$ cat src/rtl/core_dma_ctrl_pkg.sv
// Shared types and default addresses for the 2A03-style OAM/DMC DMA controller.
package core_dma_ctrl_pkg;

    typedef enum logic [2:0] {
        IDLE,
        HALT,
        ALIGN,
        GET,
        PUT,
        DMC_GET,
        DMC_PAD
    } dma_state_t;

    localparam logic [15:0] OAM_TRIG_DEF = 16'h4014;
    localparam logic [15:0] OAM_DEST_DEF = 16'h2004;
    localparam int          OAM_LEN_DEF  = 256;

endpackage

$ cat src/rtl/core_dma_ctrl_if.sv
// CPU-side and external-bus-side signals of the DMA controller, bundled with master/slave views.
interface core_dma_ctrl_if
    import core_dma_ctrl_pkg::*;
#(
    parameter int ADDR_W = 16,
    parameter int DATA_W = 8
);

    logic [ADDR_W-1:0] I_cpu_addr;
    logic [DATA_W-1:0] I_cpu_wr_data;
    logic              I_cpu_rdwr;
    logic [DATA_W-1:0] I_rd_data;
    logic              I_dmc_req;
    logic [ADDR_W-1:0] I_dmc_addr;
    logic              O_ready;
    logic [ADDR_W-1:0] O_addr;
    logic [DATA_W-1:0] O_wr_data;
    logic              O_rdwr;
    logic [DATA_W-1:0] O_dmc_data;
    logic              O_dmc_ack;

    modport slave (
        input  I_cpu_addr, I_cpu_wr_data, I_cpu_rdwr, I_rd_data, I_dmc_req, I_dmc_addr,
        output O_ready, O_addr, O_wr_data, O_rdwr, O_dmc_data, O_dmc_ack
    );

    modport master (
        output I_cpu_addr, I_cpu_wr_data, I_cpu_rdwr, I_rd_data, I_dmc_req, I_dmc_addr,
        input  O_ready, O_addr, O_wr_data, O_rdwr, O_dmc_data, O_dmc_ack
    );

endinterface

$ cat src/rtl/core_dma_ctrl.sv
// Two-channel DMA controller (OAM page copy + DMC sample fetch) that halts the CPU and
// owns the bus during DMA cycles; outside DMA the CPU bus passes straight through.
module core_dma_ctrl
    import core_dma_ctrl_pkg::*;
#(
    parameter int                ADDR_W   = 16,
    parameter int                DATA_W   = 8,
    parameter logic [ADDR_W-1:0] OAM_TRIG = OAM_TRIG_DEF,
    parameter logic [ADDR_W-1:0] OAM_DEST = OAM_DEST_DEF,
    parameter int                OAM_LEN  = OAM_LEN_DEF,
    parameter bit                ALIGN_EN = 1'b1
) (
    input  logic           I_clock,
    input  logic           I_reset,
    input  logic           I_tick,
    core_dma_ctrl_if.slave bus
);

    localparam int CNT_W = $clog2(OAM_LEN + 1);

    dma_state_t        r_state;
    logic              r_parity;
    logic              r_pendOam;
    logic              r_pendDmc;
    logic [DATA_W-1:0] r_page;
    logic [7:0]        r_offs;
    logic [CNT_W-1:0]  r_count;
    logic [DATA_W-1:0] r_data;
    logic [ADDR_W-1:0] r_dmcAddr;
    logic [DATA_W-1:0] r_dmcData;
    logic              r_dmcAck;

    logic              w_trig;
    dma_state_t        w_nextGet;

    // Triggers are only honoured while the CPU is actually running its own write cycles.
    assign w_trig = (r_state == IDLE || r_state == HALT) && !r_pendOam &&
                    (bus.I_cpu_addr == OAM_TRIG) && !bus.I_cpu_rdwr;

    always_comb begin
        w_nextGet = IDLE;
        if (r_pendDmc)
            w_nextGet = DMC_GET;
        else if (r_pendOam)
            w_nextGet = GET;
    end

    always_ff @(posedge I_clock) begin
        if (I_reset) begin
            r_state   <= IDLE;
            r_parity  <= 1'b0;
            r_pendOam <= 1'b0;
            r_pendDmc <= 1'b0;
            r_page    <= '0;
            r_offs    <= '0;
            r_count   <= '0;
            r_data    <= '0;
            r_dmcAddr <= '0;
            r_dmcData <= '0;
            r_dmcAck  <= 1'b0;
        end else begin
            r_dmcAck <= 1'b0;
            if (I_tick) begin
                r_parity <= ~r_parity;
                if (bus.I_dmc_req && !r_pendDmc) begin
                    r_pendDmc <= 1'b1;
                    r_dmcAddr <= bus.I_dmc_addr;
                end
                if (w_trig) begin
                    r_pendOam <= 1'b1;
                    r_page    <= bus.I_cpu_wr_data;
                    r_offs    <= '0;
                end
                case (r_state)
                    IDLE: begin
                        if (r_pendOam || r_pendDmc)
                            r_state <= HALT;
                    end
                    // r_parity==0 here means the following cycle is a put, so one pad cycle is needed.
                    HALT: begin
                        if (bus.I_cpu_rdwr) begin
                            if (ALIGN_EN && !r_parity)
                                r_state <= ALIGN;
                            else
                                r_state <= w_nextGet;
                        end
                    end
                    ALIGN: r_state <= w_nextGet;
                    GET: begin
                        r_data  <= bus.I_rd_data;
                        r_state <= PUT;
                    end
                    PUT: begin
                        r_offs <= r_offs + 8'd1;
                        if (r_count == CNT_W'(OAM_LEN - 1)) begin
                            r_pendOam <= 1'b0;
                            r_count   <= '0;
                            r_state   <= r_pendDmc ? DMC_GET : IDLE;
                        end else begin
                            r_count <= r_count + 1'b1;
                            r_state <= w_nextGet;
                        end
                    end
                    DMC_GET: begin
                        r_dmcData <= bus.I_rd_data;
                        r_dmcAck  <= 1'b1;
                        r_pendDmc <= 1'b0;
                        r_state   <= r_pendOam ? DMC_PAD : IDLE;
                    end
                    DMC_PAD: r_state <= GET;
                    default: r_state <= IDLE;
                endcase
            end
        end
    end

    // Dummy cycles (HALT/ALIGN/DMC_PAD) re-issue the CPU address as a read.
    always_comb begin
        bus.O_addr    = bus.I_cpu_addr;
        bus.O_wr_data = bus.I_cpu_wr_data;
        bus.O_rdwr    = 1'b1;
        case (r_state)
            IDLE:    bus.O_rdwr = bus.I_cpu_rdwr;
            GET:     bus.O_addr = ADDR_W'({r_page, r_offs});
            PUT: begin
                bus.O_addr    = OAM_DEST;
                bus.O_wr_data = r_data;
                bus.O_rdwr    = 1'b0;
            end
            DMC_GET: bus.O_addr = r_dmcAddr;
            default: ;
        endcase
    end

    assign bus.O_ready    = (r_state == IDLE);
    assign bus.O_dmc_data = r_dmcData;
    assign bus.O_dmc_ack  = r_dmcAck;

endmodule

$ cat src/flat_wrapper.sv
// flat-port wrapper written by rule: the top's interface ports become plain ports
module core_dma_ctrl_flat import core_dma_ctrl_pkg::*;
#(
    parameter int                ADDR_W   = 16,
    parameter int                DATA_W   = 8,
    parameter logic [ADDR_W-1:0] OAM_TRIG = OAM_TRIG_DEF,
    parameter logic [ADDR_W-1:0] OAM_DEST = OAM_DEST_DEF,
    parameter int                OAM_LEN  = OAM_LEN_DEF,
    parameter bit                ALIGN_EN = 1'b1
)
  (I_clock, I_reset, I_tick, bus_I_cpu_addr, bus_I_cpu_wr_data, bus_I_cpu_rdwr, bus_I_rd_data, bus_I_dmc_req, bus_I_dmc_addr, bus_O_ready, bus_O_addr, bus_O_wr_data, bus_O_rdwr, bus_O_dmc_data, bus_O_dmc_ack);
  core_dma_ctrl_if #(.ADDR_W(ADDR_W), .DATA_W(DATA_W)) bus_i ();
  input  logic I_clock;
  input  logic I_reset;
  input  logic I_tick;
  input wire logic [$bits(bus_i.I_cpu_addr)-1:0] bus_I_cpu_addr;
  input wire logic [$bits(bus_i.I_cpu_wr_data)-1:0] bus_I_cpu_wr_data;
  input wire logic [$bits(bus_i.I_cpu_rdwr)-1:0] bus_I_cpu_rdwr;
  input wire logic [$bits(bus_i.I_rd_data)-1:0] bus_I_rd_data;
  input wire logic [$bits(bus_i.I_dmc_req)-1:0] bus_I_dmc_req;
  input wire logic [$bits(bus_i.I_dmc_addr)-1:0] bus_I_dmc_addr;
  output wire logic [$bits(bus_i.O_ready)-1:0] bus_O_ready;
  output wire logic [$bits(bus_i.O_addr)-1:0] bus_O_addr;
  output wire logic [$bits(bus_i.O_wr_data)-1:0] bus_O_wr_data;
  output wire logic [$bits(bus_i.O_rdwr)-1:0] bus_O_rdwr;
  output wire logic [$bits(bus_i.O_dmc_data)-1:0] bus_O_dmc_data;
  output wire logic [$bits(bus_i.O_dmc_ack)-1:0] bus_O_dmc_ack;
  assign bus_i.I_cpu_addr = bus_I_cpu_addr;
  assign bus_i.I_cpu_wr_data = bus_I_cpu_wr_data;
  assign bus_i.I_cpu_rdwr = bus_I_cpu_rdwr;
  assign bus_i.I_rd_data = bus_I_rd_data;
  assign bus_i.I_dmc_req = bus_I_dmc_req;
  assign bus_i.I_dmc_addr = bus_I_dmc_addr;
  assign bus_O_ready = bus_i.O_ready;
  assign bus_O_addr = bus_i.O_addr;
  assign bus_O_wr_data = bus_i.O_wr_data;
  assign bus_O_rdwr = bus_i.O_rdwr;
  assign bus_O_dmc_data = bus_i.O_dmc_data;
  assign bus_O_dmc_ack = bus_i.O_dmc_ack;
  core_dma_ctrl #(.ADDR_W(ADDR_W), .DATA_W(DATA_W), .OAM_TRIG(OAM_TRIG), .OAM_DEST(OAM_DEST), .OAM_LEN(OAM_LEN), .ALIGN_EN(ALIGN_EN)) u_core (.I_clock(I_clock), .I_reset(I_reset), .I_tick(I_tick), .bus(bus_i));
endmodule
$ cat config.mk
export PLATFORM = sky130hd
export DESIGN_NAME = core_dma_ctrl_flat
export DESIGN_NICKNAME = d
export VERILOG_FILES = /design/src/rtl/core_dma_ctrl_pkg.sv /design/src/rtl/core_dma_ctrl_if.sv /design/src/rtl/core_dma_ctrl.sv /design/src/flat_wrapper.sv
export SDC_FILE = /design/constraint.sdc
export NUM_CORES = 1
export LEC_CHECK = 0
export ABC_AREA = 1
export CORE_UTILIZATION = 49
export CTS_CLUSTER_DIAMETER = 60
export DETAILED_ROUTE_END_ITERATION = 12
export HOLD_SLACK_MARGIN = 0.06
export PLACE_DENSITY = 0.81
export SLEW_MARGIN = 5
export SYNTH_ARGS = -nofsm -noshare
export SYNTH_HDL_FRONTEND = slang
export SYNTH_SLANG_ARGS = --single-unit
$ cat constraint.sdc
create_clock -name I_clock -period 1.6 [get_ports I_clock]
set_input_delay 0.32 -clock I_clock [delete_from_list [all_inputs] [get_ports I_clock]]
set_output_delay 0.32 -clock I_clock [all_outputs]
set_load 0.01 [all_outputs]
==> results.md <==
- Violations in the final reports: setup timing
- Timing startpoint of the critical path: u_core.r_state[1]$_SDFFE_PP0P_
- Clock tree sinks: 64
- Sum of buffers and inverters on the critical path: 3
- Cell depth of the worst min-delay path: 2
- Vias in the first global route: 3806
- Number of cells on the critical path: 6
- Post-detailed-placement half-perimeter wirelength: 7.18 mm
- DIE HEIGHT: 83.6 um
- Compound-cell area share of the yosys netlist: 0.143
- Wire length of the first global-routing pass: 16.8 mm
- Initial antenna violation count: 0
- Worst Setup Slack post-DPL: -0.363 ns
- DRC violation total after the first TritonRoute iteration: 287
- Synthesized instance count: 495
- Worst hold slack across all endpoints: 0.476 ns
- Path class of the lowest-slack min-delay path: flop to flop
- # diodes: 0
- Number of buffers between clock root and the deepest sink: 2
- Net Count, Synth: 550
- Port Buffer Count: 87
- Topmost layer with routed signal wires: met4
- Maximum capacitance violations: 0
- Core occupancy in the finished layout: 0.792
- Dpl cell area: 4580 um2
- Critical path peak fanout: 8
- Maximum number of pins on one net before global-route repair: 44
- Slew Limit Headroom: 0.810
- Xor/xnor share of the synthesized area: 0.00805
- Post-route insts no fill: 718
- Inserted Clock Buffers: 9
- Capture point of the worst path: bus_O_wr_data[3]
- Total routed wirelength: 10.7 mm
- Total of warnings raised by yosys: 0
- Total count of max-transition violations in the final report: 0
- Tightest Pin Transition: 0.282 ns
- Share of post-route cells with drive strength above 1: 0.273
- Required time of the critical path: 1.28 ns
- Final setup violating endpoints: 30
- Worst Reg-to-Reg Cells: 11
- Placed cell count: 695
- Wire length per cell after detailed routing: 14.8 um
- Clock insertion delay at the later pin of the skew report: 0.36 ns
- Maximum ir drop on the vdd rail: 0.589 mV
- Max stage delay on crit path: 0.36 ns
- Reg2Reg Launch Point: u_core.r_state[1]$_SDFFE_PP0P_
- Total power divided by cell area: 736 nW/um2
- Post-route antenna net violation count: 0
- # IOs: 88
- Leading cell types by total area after synthesis: dfxtp_1, nand2_1, nor2_1
- Worst r2r dst: u_core.r_state[2]$_SDFFE_PP0P_
- Crit path top cell by count: buf_6
- Clock tree from TritonCTS: done
- Horizontal extent of the die: 83.6 um
- Period Utilization, post-route: 1.17
- Post-synthesis simple-gate area fraction: 0.357
- Total number of H-tree levels: 3
- Status: complete, but fails checks
- Slack of the critical path: -0.272 ns
- Setup Skew: 0.00804 ns
- Setup repair after global routing missed its margin: true
- Final weighted congestion of routability-driven global placement: 0.916
- Fmax: 534 MHz
- Arr. time, crit path: 1.55 ns
- Category of the critical setup timing path: flop to primary output
- Core outline area: 6390 um2
- Met1 WL: 4.38 mm
- Post-synthesis register bit count: 64
- Total chip power: 3.72 mW
- Final number of hold-violating endpoints: 0
- Share of the synthesized area in the top cell type: 0.392
- GRT Util Overall: 0.301
- Biggest area consumer among synthesized cells: dfxtp_1
- Layout overhead on the synthesized area: 54.8%
- Multiplexer share of the synthesized area: 0
- Cell at the root of the clock tree: clkbuf_8
- GRT Residual Overflow: 0
- Arithmetic-cell share of the synthesized area counting full adders, half adders and majority gates: 0.00766
- Standard-cell rows: 29
- Cell leakage power: 2.25 nW
- Detailed-routing iteration count for the pre-antenna-repair pass: 5
- Unique masters post-synth: 32
- Kind of launch point of the worst setup path: flop
- Met2 wirelength from detailed routing: 5.24 mm
- Family with the most delay on the worst path: buffers and inverters
- Die outline area: 6990 um2
- Avg Cell Area, Syn: 6.60 um2
- Post-layout min period: 1.87 ns
- Cell with the largest stage delay on the worst path: dfxtp_4
- Largest family of logic cells by synthesized area: simple AND/OR/NAND/NOR gates
- Setup total negative slack: -5.61 ns
- Nets: 691
- Starting density of the core: 0.511
- Post-detailed-route DRC marker count: 0
- Post-route design area: 5060 um2
- Setup slack of the worst register-to-register path: -0.05 ns
- Critical path cell sequence: buf_6 -> nor2_4 -> buf_6 -> nand2_8 -> o21ai_2 -> buf_2
- Combined area of all synthesized cells: 3270 um2
- Met3 WL post-DR: 748 um
- Sequential share of the synthesized area: 0.392
- Detailed-route via count: 3900
- Detail-routed via count per cell: 5.43
- Clock-pin slew on the worst setup and hold paths: 0.08 ns
- CP endpoint kind: primary output
## synth_stat cells
| library cell | number |
|---|---|
| o21ai_0 | 36 |
| buf_2 | 6 |
| clkbuf_1 | 10 |
| o21bai_1 | 2 |
| nor2_1 | 73 |
| nand3_2 | 1 |
| nor3_4 | 1 |
| inv_2 | 7 |
| inv_1 | 52 |
| nand4_1 | 5 |
| a211oi_1 | 2 |
| o221ai_1 | 6 |
| clkinv_1 | 1 |
| xor2_1 | 2 |
| nand3_4 | 1 |
| nand2_1 | 131 |
| a31oi_1 | 1 |
| nand2_4 | 1 |
| xnor2_1 | 1 |
| nand3_1 | 39 |
| a21oi_1 | 26 |
| nor2_4 | 3 |
| ha_1 | 2 |
| a31o_2 | 1 |
| dfxtp_1 | 64 |
| nand2_2 | 2 |
| buf_4 | 1 |
| nor3b_1 | 1 |
| nor2_2 | 3 |
| nor2_8 | 1 |
| nor3_1 | 5 |
| o211ai_1 | 8 |
## flip-flops by register name, indices dropped and copies added (netlist names)
name	count
u_core.bus.O_dmc_ack	1
u_core.bus.O_dmc_data	8
u_core.r_count	9
u_core.r_data	8
u_core.r_dmcAddr	16
u_core.r_offs	8
u_core.r_page	8
u_core.r_parity	1
u_core.r_pendDmc	1
u_core.r_pendOam	1
u_core.r_state	3
## cells by family after synthesis
| family | count (synthesis) |
|---|---|
| compound gates | 82 |
| buf+inv | 77 |
| simple gates | 267 |
| fa+ha+maj | 2 |
| xor+xnor | 3 |
| flops | 64 |
## power breakdown
group	internal (mW)	switching, mW
registers	1.62	0.0265
clock network	0.875	0.695
logic	0.262	0.238
total	2.76	0.960
## per-layer routing
metal	GRT usage	up-vias
li1	-	1880
met1	0.343	1801
met2	0.536	182
met3	0.0752	37
met4	0.123	0
met5	0	-
## timing repair
item | in CTS | in global routing
setup endpoints to repair | 30 | 47
pin swaps | 8 | 6
endpoints found under the hold margin | 0 | 0
cloned | 2 | 0
setup buffers | 5 | 2
gates resized for setup | 151 | 53
hold buffers | 0 | 0
## placed cells by master (no fill, tap or decap), types with 2 or more instances in the layout
| cell | Yosys | routed |
|---|---|---|
| dfxtp_4 | 0 | 3 |
| o221ai_1 | 6 | 2 |
| nand4_1 | 5 | 5 |
| inv_2 | 7 | 8 |
| nand2_1 | 131 | 115 |
| nand2_2 | 2 | 15 |
| nand3_1 | 39 | 34 |
| inv_1 | 52 | 50 |
| clkinvlp_4 | 0 | 3 |
| dfxtp_1 | 64 | 61 |
| nand2_8 | 0 | 3 |
| nand2_4 | 1 | 2 |
| clkbuf_8 | 0 | 9 |
| a21oi_1 | 26 | 20 |
| o21ai_0 | 36 | 26 |
| nor2_1 | 73 | 72 |
| buf_4 | 1 | 42 |
| buf_6 | 0 | 15 |
| a21oi_2 | 0 | 6 |
| nor2_4 | 3 | 5 |
| o21bai_1 | 2 | 2 |
| bufinv_16 | 0 | 2 |
| o211ai_1 | 8 | 8 |
| dlymetal6s2s_1 | 0 | 2 |
| o21ai_2 | 0 | 9 |
| nand3_2 | 1 | 6 |
| nor3_2 | 0 | 2 |
| clkinv_2 | 0 | 2 |
| clkdlybuf4s50_1 | 0 | 59 |
| o221ai_2 | 0 | 4 |
| nor3_1 | 5 | 3 |
| nor2_2 | 3 | 2 |
| buf_2 | 6 | 25 |
| buf_12 | 0 | 2 |
| xor2_1 | 2 | 2 |
## worst register-to-register path: stages, from the launching register on
cell	delay, ns
dfxtp_4	0.36
buf_6	0.12
nor2_4	0.18
buf_4	0.14
buf_4	0.10
nand2_1	0.09
inv_2	0.08
nand2_1	0.07
nand3_2	0.08
inv_1	0.07
o21ai_0	0.12
a21oi_1	0.12
## layout make-up
cell class / count / area, um2
multi-input cells: 355 / 1940
clock buffers: 9 / 124
flip-flops and latches: 64 / 1290
inverters: 60 / 229
clock inverters: 7 / 96.3
fillers: 440 / 1330
well taps: 77 / 96.3
repair buffers: 146 / 1280
## worst min-delay path by stage
stage	from	slack, ns	endpoint
floorplan	bus_I_rd_data[0]	0.42	u_core.bus.O_dmc_data[0]$_SDFFE_PP0P_
global placement	u_core.r_data[1]$_SDFFE_PP0P_	0.44	u_core.r_data[1]$_SDFFE_PP0P_
detailed placement	u_core.r_data[5]$_SDFFE_PP0P_	0.44	u_core.r_data[5]$_SDFFE_PP0P_
CTS	u_core.r_data[5]$_SDFFE_PP0P_	0.46	u_core.r_data[5]$_SDFFE_PP0P_
global route	u_core.bus.O_dmc_data[6]$_SDFFE_PP0P_	0.50	u_core.bus.O_dmc_data[6]$_SDFFE_PP0P_
finish	u_core.bus.O_dmc_data[7]$_SDFFE_PP0P_	0.48	u_core.bus.O_dmc_data[7]$_SDFFE_PP0P_
Note: power is estimated with default switching activity, not from simulation.
